<file path="config.mk">
export PLATFORM = sky130hd
export DESIGN_NAME = fp_adder_arbiter
export DESIGN_NICKNAME = d
export VERILOG_FILES = /design/src/rtl/fp_adder_arbiter.sv
export SDC_FILE = /design/constraint.sdc
export NUM_CORES = 1
export LEC_CHECK = 0
export CORE_AREA = 5 5 156 158
export CTS_CLUSTER_SIZE = 24
export DETAILED_ROUTE_END_ITERATION = 12
export DIE_AREA = 0 0 161 163
export HOLD_SLACK_MARGIN = 0.02
export PLACE_DENSITY_LB_ADDON = 0.25
export SYNTH_ARGS = -nofsm -noshare
export SYNTH_HDL_FRONTEND = slang
export SYNTH_SLANG_ARGS = --single-unit
</file>
<file path="constraint.sdc">
create_clock -name clk -period 2.3 [get_ports clk]
set_clock_uncertainty 0.05 [all_clocks]
set_input_delay 0.46 -clock clk [delete_from_list [all_inputs] [get_ports clk]]
set_output_delay 0.46 -clock clk [all_outputs]
set_load 0.02 [all_outputs]
</file>
<file path="src/rtl/fp_adder_arbiter.sv">
// Round-robin arbiter that shares one floating-point adder among N requesters.
// Holds adder operands stable, masks a stale finish flag and times out a stuck adder.
module fp_adder_arbiter #(
  parameter int unsigned N       = 4,
  parameter int unsigned SETTLE  = 2,
  parameter int unsigned TIMEOUT = 64,
  localparam int unsigned IdW    = (N > 1) ? $clog2(N) : 1,
  localparam int unsigned CntW   = $clog2(TIMEOUT + 1)
) (
  input  logic            clk,
  input  logic            rst,
  input  logic [N-1:0]    req_valid,
  output logic [N-1:0]    req_ready,
  input  logic [32*N-1:0] req_a,
  input  logic [32*N-1:0] req_b,
  input  logic [N-1:0]    req_op,
  output logic [31:0]     add_a,
  output logic [31:0]     add_b,
  output logic            add_op,
  input  logic [31:0]     add_sum,
  input  logic            add_finish,
  input  logic            add_overflow,
  input  logic            add_underflow,
  output logic            rsp_valid,
  input  logic            rsp_ready,
  output logic [IdW-1:0]  rsp_id,
  output logic [31:0]     rsp_sum,
  output logic            rsp_zero,
  output logic            rsp_overflow,
  output logic            rsp_underflow,
  output logic            rsp_timeout,
  output logic            busy
);

  typedef enum logic [1:0] {StIdle, StWait, StResp} state_e;

  state_e          state_q, state_d;
  logic [IdW-1:0]  ptr_q;
  logic [CntW-1:0] cnt_q;
  logic [31:0]     add_a_q, add_b_q;
  logic            add_op_q;
  logic [IdW-1:0]  rsp_id_q;
  logic [31:0]     rsp_sum_q;
  logic            rsp_zero_q, rsp_ovf_q, rsp_udf_q, rsp_to_q;

  logic            gnt_found;
  logic [IdW-1:0]  gnt_idx;
  logic [IdW:0]    cand;
  logic            grant_en;
  logic            finish_ok;
  logic            cnt_last;

  // First valid requester at or after ptr, wrapping around.
  always_comb begin
    gnt_found = 1'b0;
    gnt_idx   = '0;
    cand      = '0;
    for (int k = 0; k < int'(N); k++) begin
      cand = {1'b0, ptr_q} + (IdW + 1)'(k);
      if (cand >= (IdW + 1)'(N)) cand = cand - (IdW + 1)'(N);
      if (!gnt_found && req_valid[cand[IdW-1:0]]) begin
        gnt_found = 1'b1;
        gnt_idx   = cand[IdW-1:0];
      end
    end
  end

  assign grant_en  = (state_q == StIdle) && gnt_found && !rst;
  // finish is only trusted once the adder has had SETTLE cycles on the new operands
  assign finish_ok = (cnt_q >= CntW'(SETTLE)) && add_finish;
  assign cnt_last  = (cnt_q == CntW'(TIMEOUT - 1));

  always_ff @(posedge clk) begin
    if (rst) state_q <= StIdle;
    else     state_q <= state_d;
  end

  always_comb begin
    state_d = state_q;
    unique case (state_q)
      StIdle:  if (grant_en) state_d = StWait;
      StWait:  if (finish_ok || cnt_last) state_d = StResp;
      StResp:  if (rsp_ready) state_d = StIdle;
      default: state_d = StIdle;
    endcase
  end

  always_comb begin
    req_ready = '0;
    if (grant_en) req_ready[gnt_idx] = 1'b1;
    busy      = !rst && (state_q != StIdle);
    rsp_valid = !rst && (state_q == StResp);
  end

  always_ff @(posedge clk) begin
    if (rst) begin
      ptr_q      <= '0;
      cnt_q      <= '0;
      add_a_q    <= '0;
      add_b_q    <= '0;
      add_op_q   <= 1'b0;
      rsp_id_q   <= '0;
      rsp_sum_q  <= '0;
      rsp_zero_q <= 1'b0;
      rsp_ovf_q  <= 1'b0;
      rsp_udf_q  <= 1'b0;
      rsp_to_q   <= 1'b0;
    end else begin
      if (grant_en) begin
        add_a_q  <= req_a[32*gnt_idx +: 32];
        add_b_q  <= req_b[32*gnt_idx +: 32];
        add_op_q <= req_op[gnt_idx];
        rsp_id_q <= gnt_idx;
        ptr_q    <= (gnt_idx == IdW'(N - 1)) ? '0 : gnt_idx + IdW'(1);
        cnt_q    <= '0;
      end else if (state_q == StWait) begin
        if (cnt_q != CntW'(TIMEOUT)) cnt_q <= cnt_q + CntW'(1);
        if (finish_ok || cnt_last) begin
          rsp_sum_q  <= add_sum;
          rsp_zero_q <= (add_sum[30:0] == 31'd0);
          rsp_ovf_q  <= add_overflow;
          rsp_udf_q  <= add_underflow;
          rsp_to_q   <= !finish_ok;
        end
      end
    end
  end

  assign add_a         = add_a_q;
  assign add_b         = add_b_q;
  assign add_op        = add_op_q;
  assign rsp_id        = rsp_id_q;
  assign rsp_sum       = rsp_sum_q;
  assign rsp_zero      = rsp_zero_q;
  assign rsp_overflow  = rsp_ovf_q;
  assign rsp_underflow = rsp_udf_q;
  assign rsp_timeout   = rsp_to_q;

endmodule
</file>
==> impl_metrics.yaml, run 1 <==
cells_and_area:
  nets: 1484
  layout_commonest_cell: "clkdlybuf4s50_1"
  diodes: 0
  mostFrequentLayoutCells: "clkdlybuf4s50_1 (399), nand2_1 (127), dfxtp_1 (112)"
  syn2layout_area_growth_pct: 90.4
  fillers: 2187
  drive_above_1_share_pct: 11.7
clocking:
  cts_tree: "built"
  clk_pin_slew_worst_paths_ns: 0.06
  cts_buffers: 17
  clock_latency_ns: 0.41
  hold_buffers: 0
  cts_max_level: 4
  root_buffer: "clkbuf_16"
  cts.sinks: 114
  clock_path_buffers: 2
die:
  row_count: 56
  die_area_sq_um: 26200
  start_util_pct: 26.9
  die_w_um: 161
  pin_count: 411
  die_h_um: 163
  core_sq_um: 23000
worst_setup_path:
  end_kind: "output pin"
  critPathLaunch: "ptr_q[1]"
  crit_arrival_ns: 1.83
  rr_startpoint: "ptr_q[1]"
  critical_path_required_ns: 1.79
  critical_path_class: "reg -> out"
  path_max_fanout: 4
  cp-start-kind: "flip-flop"
global_routing:
  antenna_found_initial: 0
  grt_max_degree: 55
  grt_pass1_wl_um: 41500
  grtUsageTotal_pct: 19.9
  overflow: 0
  grt_pass1_vias: 7303
yosys:
  syn-num-nets: 1049
  synth_warnings: 0
  syn_area_per_cell_sq_um: 8.35
  synth.distinct_cells: 47
  synthesis.area_sq_um: 6180
  synth_seq_cells: 114
  async_flop_share_pct: 0
  synthFlopType: "dfxtp_1"
  synthCells: 740
  synth_edf_count: 0
  synth_seq_area_share_pct: 36.9
run:
  max-cap-violations: 0
timing:
  fmax_ghz: 0.428
  drv_slew: 0
  setup_violations: 2
  post-route-period-util_pct: 102
  grt_setup_unrepaired: "yes"
  layout_min_cycle_time_ns: 2.34
  relSlewSlack_pct: 62.6
  hold_viol_final: 0
  finalSetupTns_ns: -0.0587
  layout_setup_ws_ns: -0.0365
  holdWs_ns: 0.402
  worst_pin_slew_ns: 0.561
placed_design:
  gp_congestion: 0.845
  dp_hpwl_um: 20600
  port_buffers: 410
routing:
  routedWlPerCell_um: 19.0
  drcViolationCount: 0
  vias_per_cell: 4.91
  antenna_left: 0
  drt_first_iter_violations: 400
  dr.pass1.iters: 4
  wl_um: 28100
  vias: 7256
hold_path:
  hp-start: "rsp_sum[27]"
  hold_class: "reg -> reg"
power:
  power_density_nw_per_um2: 656
  p_leak_uw: 0.00445
  peakVddDrop_v: 0.000428
outcome:
  status: "finished with violations"
  violations: "setup timing"
-- registers in the layout (all words and copies together), names as in the netlist --
register and cells:
rsp_timeout 1, cnt_q 7, ptr_q 2, rsp_zero 1, add_b 32, rsp_overflow 1
state_q 2, rsp_underflow 1, rsp_id 2, add_a 32, add_op 1, rsp_sum 32
-- critical path: stages, from the launching register on --
cell,delay (ns)
dfxtp_4,0.38
mux2i_4,0.27
o22ai_4,0.10
nor2_4,0.19
inv_4,0.07
ha_4,0.16
and2_4,0.13
buf_6,0.12
-- Yosys cell counts (3+ instances only) --
library cell,number,area [sq um]
nand2_1,129,484
dfxtp_1,114,2280
mux2i_1,82,821
a21o_1,50,375
o21ai_0,50,250
nand3_1,49,245
o211ai_1,49,368
a21oi_1,41,205
clkbuf_1,32,120
nand3b_1,16,120
o221ai_1,16,140
buf_2,15,75.1
nor2_1,15,56.3
buf_4,11,82.6
ha_1,7,87.6
inv_1,7,26.3
nor4_1,7,43.8
xor2_1,5,43.8
and2_1,4,25.0
nand2b_1,4,25.0
nand4_1,4,25.0
a211oi_1,3,22.5
-- layout make-up --
cell class	count	area [sq um]	share of cell area (%)
timing repair buffer	477	4780	40.7
multi-input combinational	557	3710	31.6
sequential	114	2290	19.4
clock buffer	17	425	3.62
tap	290	363	3.08
clock inverter	15	160	1.36
inverter	8	32.5	0.276
-- logic make-up (layout without fill, tap and decap cells) --
logic type	count (synthesis)	after routing	synth area share, %
and+or+nand+nor	243	243	18.7
AOI/OAI and AO/OA	219	219	23.6
DFF	114	114	36.9
muxes	82	82	13.3
buffers and inverters	69	517	5.18
adders and majority gates	7	7	1.42
xor gates and xnor gates	6	6	0.850
-- power by group --
group,total (uW),internal [uW],switching (uW)
logic,2710,1450,1260
clock network,2710,1540,1160
registers,2310,2190,114
total,7720,5180,2540
-- stage by stage --
step / power, uW / cell area [sq um] / instances / utilization (%) / setup WS, ns
2_1_floorplan: 3520 / 6180 / 740 / - / 0.136
3_3_place_gp: 4890 / 10900 / 1431 / 47.5 / -0.799
3_5_place_dp: 4910 / 10900 / 1431 / 47.5 / -0.845
4_1_cts: 7710 / 11600 / 1470 / 50.5 / -0.0361
5_1_grt: 8100 / 11800 / 1478 / 51.2 / -0.103
6_report: 7720 / 11800 / 1478 / 51.2 / -0.0365
-- metal layers --
metal	track usage, %	wire length, um	up-vias	part of all wire, %
met5	0	0	-	0
met1	22.5	10900	3400	39
li1	-	-	3555	-
met2	35.7	14400	271	51
met4	5.35	497	0	1.8
met3	6.99	2270	30	8.1
-- what timing repair did --
action | in CTS | in global routing
resized for setup | 49 | 15
endpoints found under the setup margin | 5 | 49
setup buffers | 7 | 5
gates cloned | 0 | 3
pin swaps | 5 | 8
-- final timing paths --
kind                  endpoint  slack [ns]  cells past startpoint
setup / recovery  req_ready[0]       -0.04                      7
hold / removal     rsp_sum[27]        0.40                      2
setup reg to reg     add_a[31]        0.06                     11
hold reg to reg    rsp_sum[27]        0.40                      2
(Power assumes the default switching activity.)
==> inputs of run 2 (changes only) <==
--- a/config.mk
+++ b/config.mk
@@ -12,4 +12,6 @@
 export HOLD_SLACK_MARGIN = 0.02
 export PLACE_DENSITY_LB_ADDON = 0.25
+export SKIP_CTS_REPAIR_TIMING = 1
+export SLEW_MARGIN = 20
 export SYNTH_ARGS = -nofsm -noshare
 export SYNTH_HDL_FRONTEND = slang
--- a/constraint.sdc
+++ b/constraint.sdc
@@ -3,3 +3,3 @@
 set_input_delay 0.46 -clock clk [delete_from_list [all_inputs] [get_ports clk]]
 set_output_delay 0.46 -clock clk [all_outputs]
-set_load 0.02 [all_outputs]
+set_load 0.01 [all_outputs]
==> run 2 against run 1 <==
Net effect: the flow still finishes with violations (setup timing); critical path depth unchanged; highest routed layer is now met5; largest cell class unchanged; global-route usage decreased by 0.078 points; total power decreased by 3.4%; via count decreased by 0.26%; hold slack about the same; largest power group is now the clock network.
==> impl_metrics.yaml, run 2 (synthesized netlist as in run 1, its figures left out) <==
cells_and_area:
  syn2layout_area_growth_pct: 88.3
  final_area_sq_um: 11600
  nets: 1478
  drive_above_1_share_pct: 10.4
  layout_commonest_cell: "clkdlybuf4s50_1"
  mostFrequentLayoutCells: "clkdlybuf4s50_1 (399), nand2_1 (128), dfxtp_1 (112)"
  fillers: 2217
  diodes: 0
worst_setup_path:
  slowest_stage: "dfxtp_4"
  critical_path_required_ns: 1.79
  path_delay_family: "flip-flops"
  reg2reg_to: "add_a[11]"
  path_max_fanout: 4
  timing.reg2reg.worst_path_depth: 10
  cp-start-kind: "flip-flop"
  crit_chain: "mux2i_4 > o22ai_4 > nor2_4 > inv_2 > ha_1 > and2_4 > buf_6"
  rr_startpoint: "ptr_q[1]"
  end_kind: "output pin"
  cp_num_buf_inv: 2
  crit_arrival_ns: 1.83
  critical_path_class: "reg -> out"
  rrSetupSlack_ns: 0.16
  cp_slowest_stage_delay_ns: 0.37
timing:
  layout_setup_ws_ns: -0.0387
  worst_pin_slew_ns: 0.526
  setup_violations: 2
  post-route-period-util_pct: 102
  hold_viol_final: 0
  grt_setup_unrepaired: "yes"
  fmax_ghz: 0.428
  drv_slew: 0
  finalSetupTns_ns: -0.0774
  layout_min_cycle_time_ns: 2.34
  relSlewSlack_pct: 64.9
clocking:
  cts_tree: "built"
  cts_buffers: 17
  clock_latency_ns: 0.41
  cts.sinks: 114
  cts_max_level: 4
  root_buffer: "clkbuf_16"
  clk_pin_slew_worst_paths_ns: 0.06
  clock_path_buffers: 2
power:
  power_density_nw_per_um2: 641
  peakVddDrop_v: 0.000421
  p_leak_uw: 0.00444
routing:
  routedWlPerCell_um: 18.5
  wl_um: 27200
  drcViolationCount: 0
  vias_per_cell: 4.92
  antenna_left: 0
  vias: 7237
  dr.pass1.iters: 5
  drt_first_iter_violations: 402
global_routing:
  grt_max_degree: 51
  grt_pass1_wl_um: 40800
  overflow: 0
  grt_pass1_vias: 7059
  grtUsageTotal_pct: 19.8
  antenna_found_initial: 3
hold_path:
  hold_path_end: "rsp_sum[0]"
  hp-start: "rsp_sum[0]"
  holdPathStages: 2
  hold_class: "reg -> reg"
die:
  die_h_um: 163
  die_area_sq_um: 26200
  row_count: 56
  core_sq_um: 23000
  pin_count: 411
  start_util_pct: 26.9
  die_w_um: 161
placed_design:
  gp_congestion: 0.792
  port_buffers: 410
  place_area_sq_um: 10900
  dp_hpwl_um: 20700
  place_ws_ns: -0.724
outcome:
  status: "finished with violations"
  violations: "setup timing"
run:
  max-cap-violations: 0
## run 2: changes by cell type in the layout (fill, tap and decap cells not counted), sizes merged
cell / delta
buf: -7
bufinv: +1
dlymetal6s2s: +4
inv: -4
dlygate4sd2: -1
clkdlybuf4s15: -2
clkinv: +3
## run 2: layout make-up
cell class / count / area, sq um / area share [%]
clock inverter: 15 / 173 / 1.48
sequential: 114 / 2290 / 19.7
clock buffer: 17 / 425 / 3.66
tap: 290 / 363 / 3.12
multi-input combinational: 557 / 3660 / 31.4
timing repair buffer: 471 / 4700 / 40.4
inverter: 8 / 30.0 / 0.258
## run 2: report_power, final
group	internal, uW	switching (uW)	leakage [uW]
Clock	1630	1090	0.000289
Combinational	1380	1050	0.00321
Sequential	2190	117	0.000933
Total	5200	2260	0.00444
## run 2: worst max path at each step
| stage | startpoint | end | slack (ns) | depth (start not counted) |
|---|---|---|---|---|
| floorplan | req_valid[2] | req_ready[0] | 0.17 | 7 |
| global placement | req_valid[2] | req_ready[0] | -0.70 | 8 |
| detailed placement | req_valid[2] | req_ready[0] | -0.72 | 8 |
| CTS | req_valid[2] | req_ready[0] | -0.76 | 8 |
| global route | ptr_q[1] | req_ready[0] | -0.11 | 7 |
| finish | ptr_q[1] | req_ready[2] | -0.04 | 7 |
## run 2: through the flow
step	total power, uW	instances	util, %	hold WS (ns)
floorplan	3360	740	-	0.431
global placement	4740	1432	47.5	0.391
detailed placement	4750	1432	47.5	0.397
CTS	7530	1464	50.1	0.406
global route	7850	1472	50.6	0.425
finish	7460	1472	50.6	0.402
## run 2: routing by layer
layer / wire [um] / GRT usage, % / part of all wire, % / vias to the layer above
met5: 33 / 0 / 0.12 / -
met4: 401 / 5.08 / 1.5 / 6
met3: 2140 / 6.63 / 7.9 / 33
met2: 13600 / 34.8 / 50 / 278
met1: 11000 / 23.2 / 40 / 3376
li1: - / - / - / 3544
## run 2: tightest hold or removal path, delay by kind of cell, from the launching register on
kind / cells / cell delay [ns]
flops: 1 / 0.30
compound gates: 1 / 0.05
simple gates: 1 / 0.05
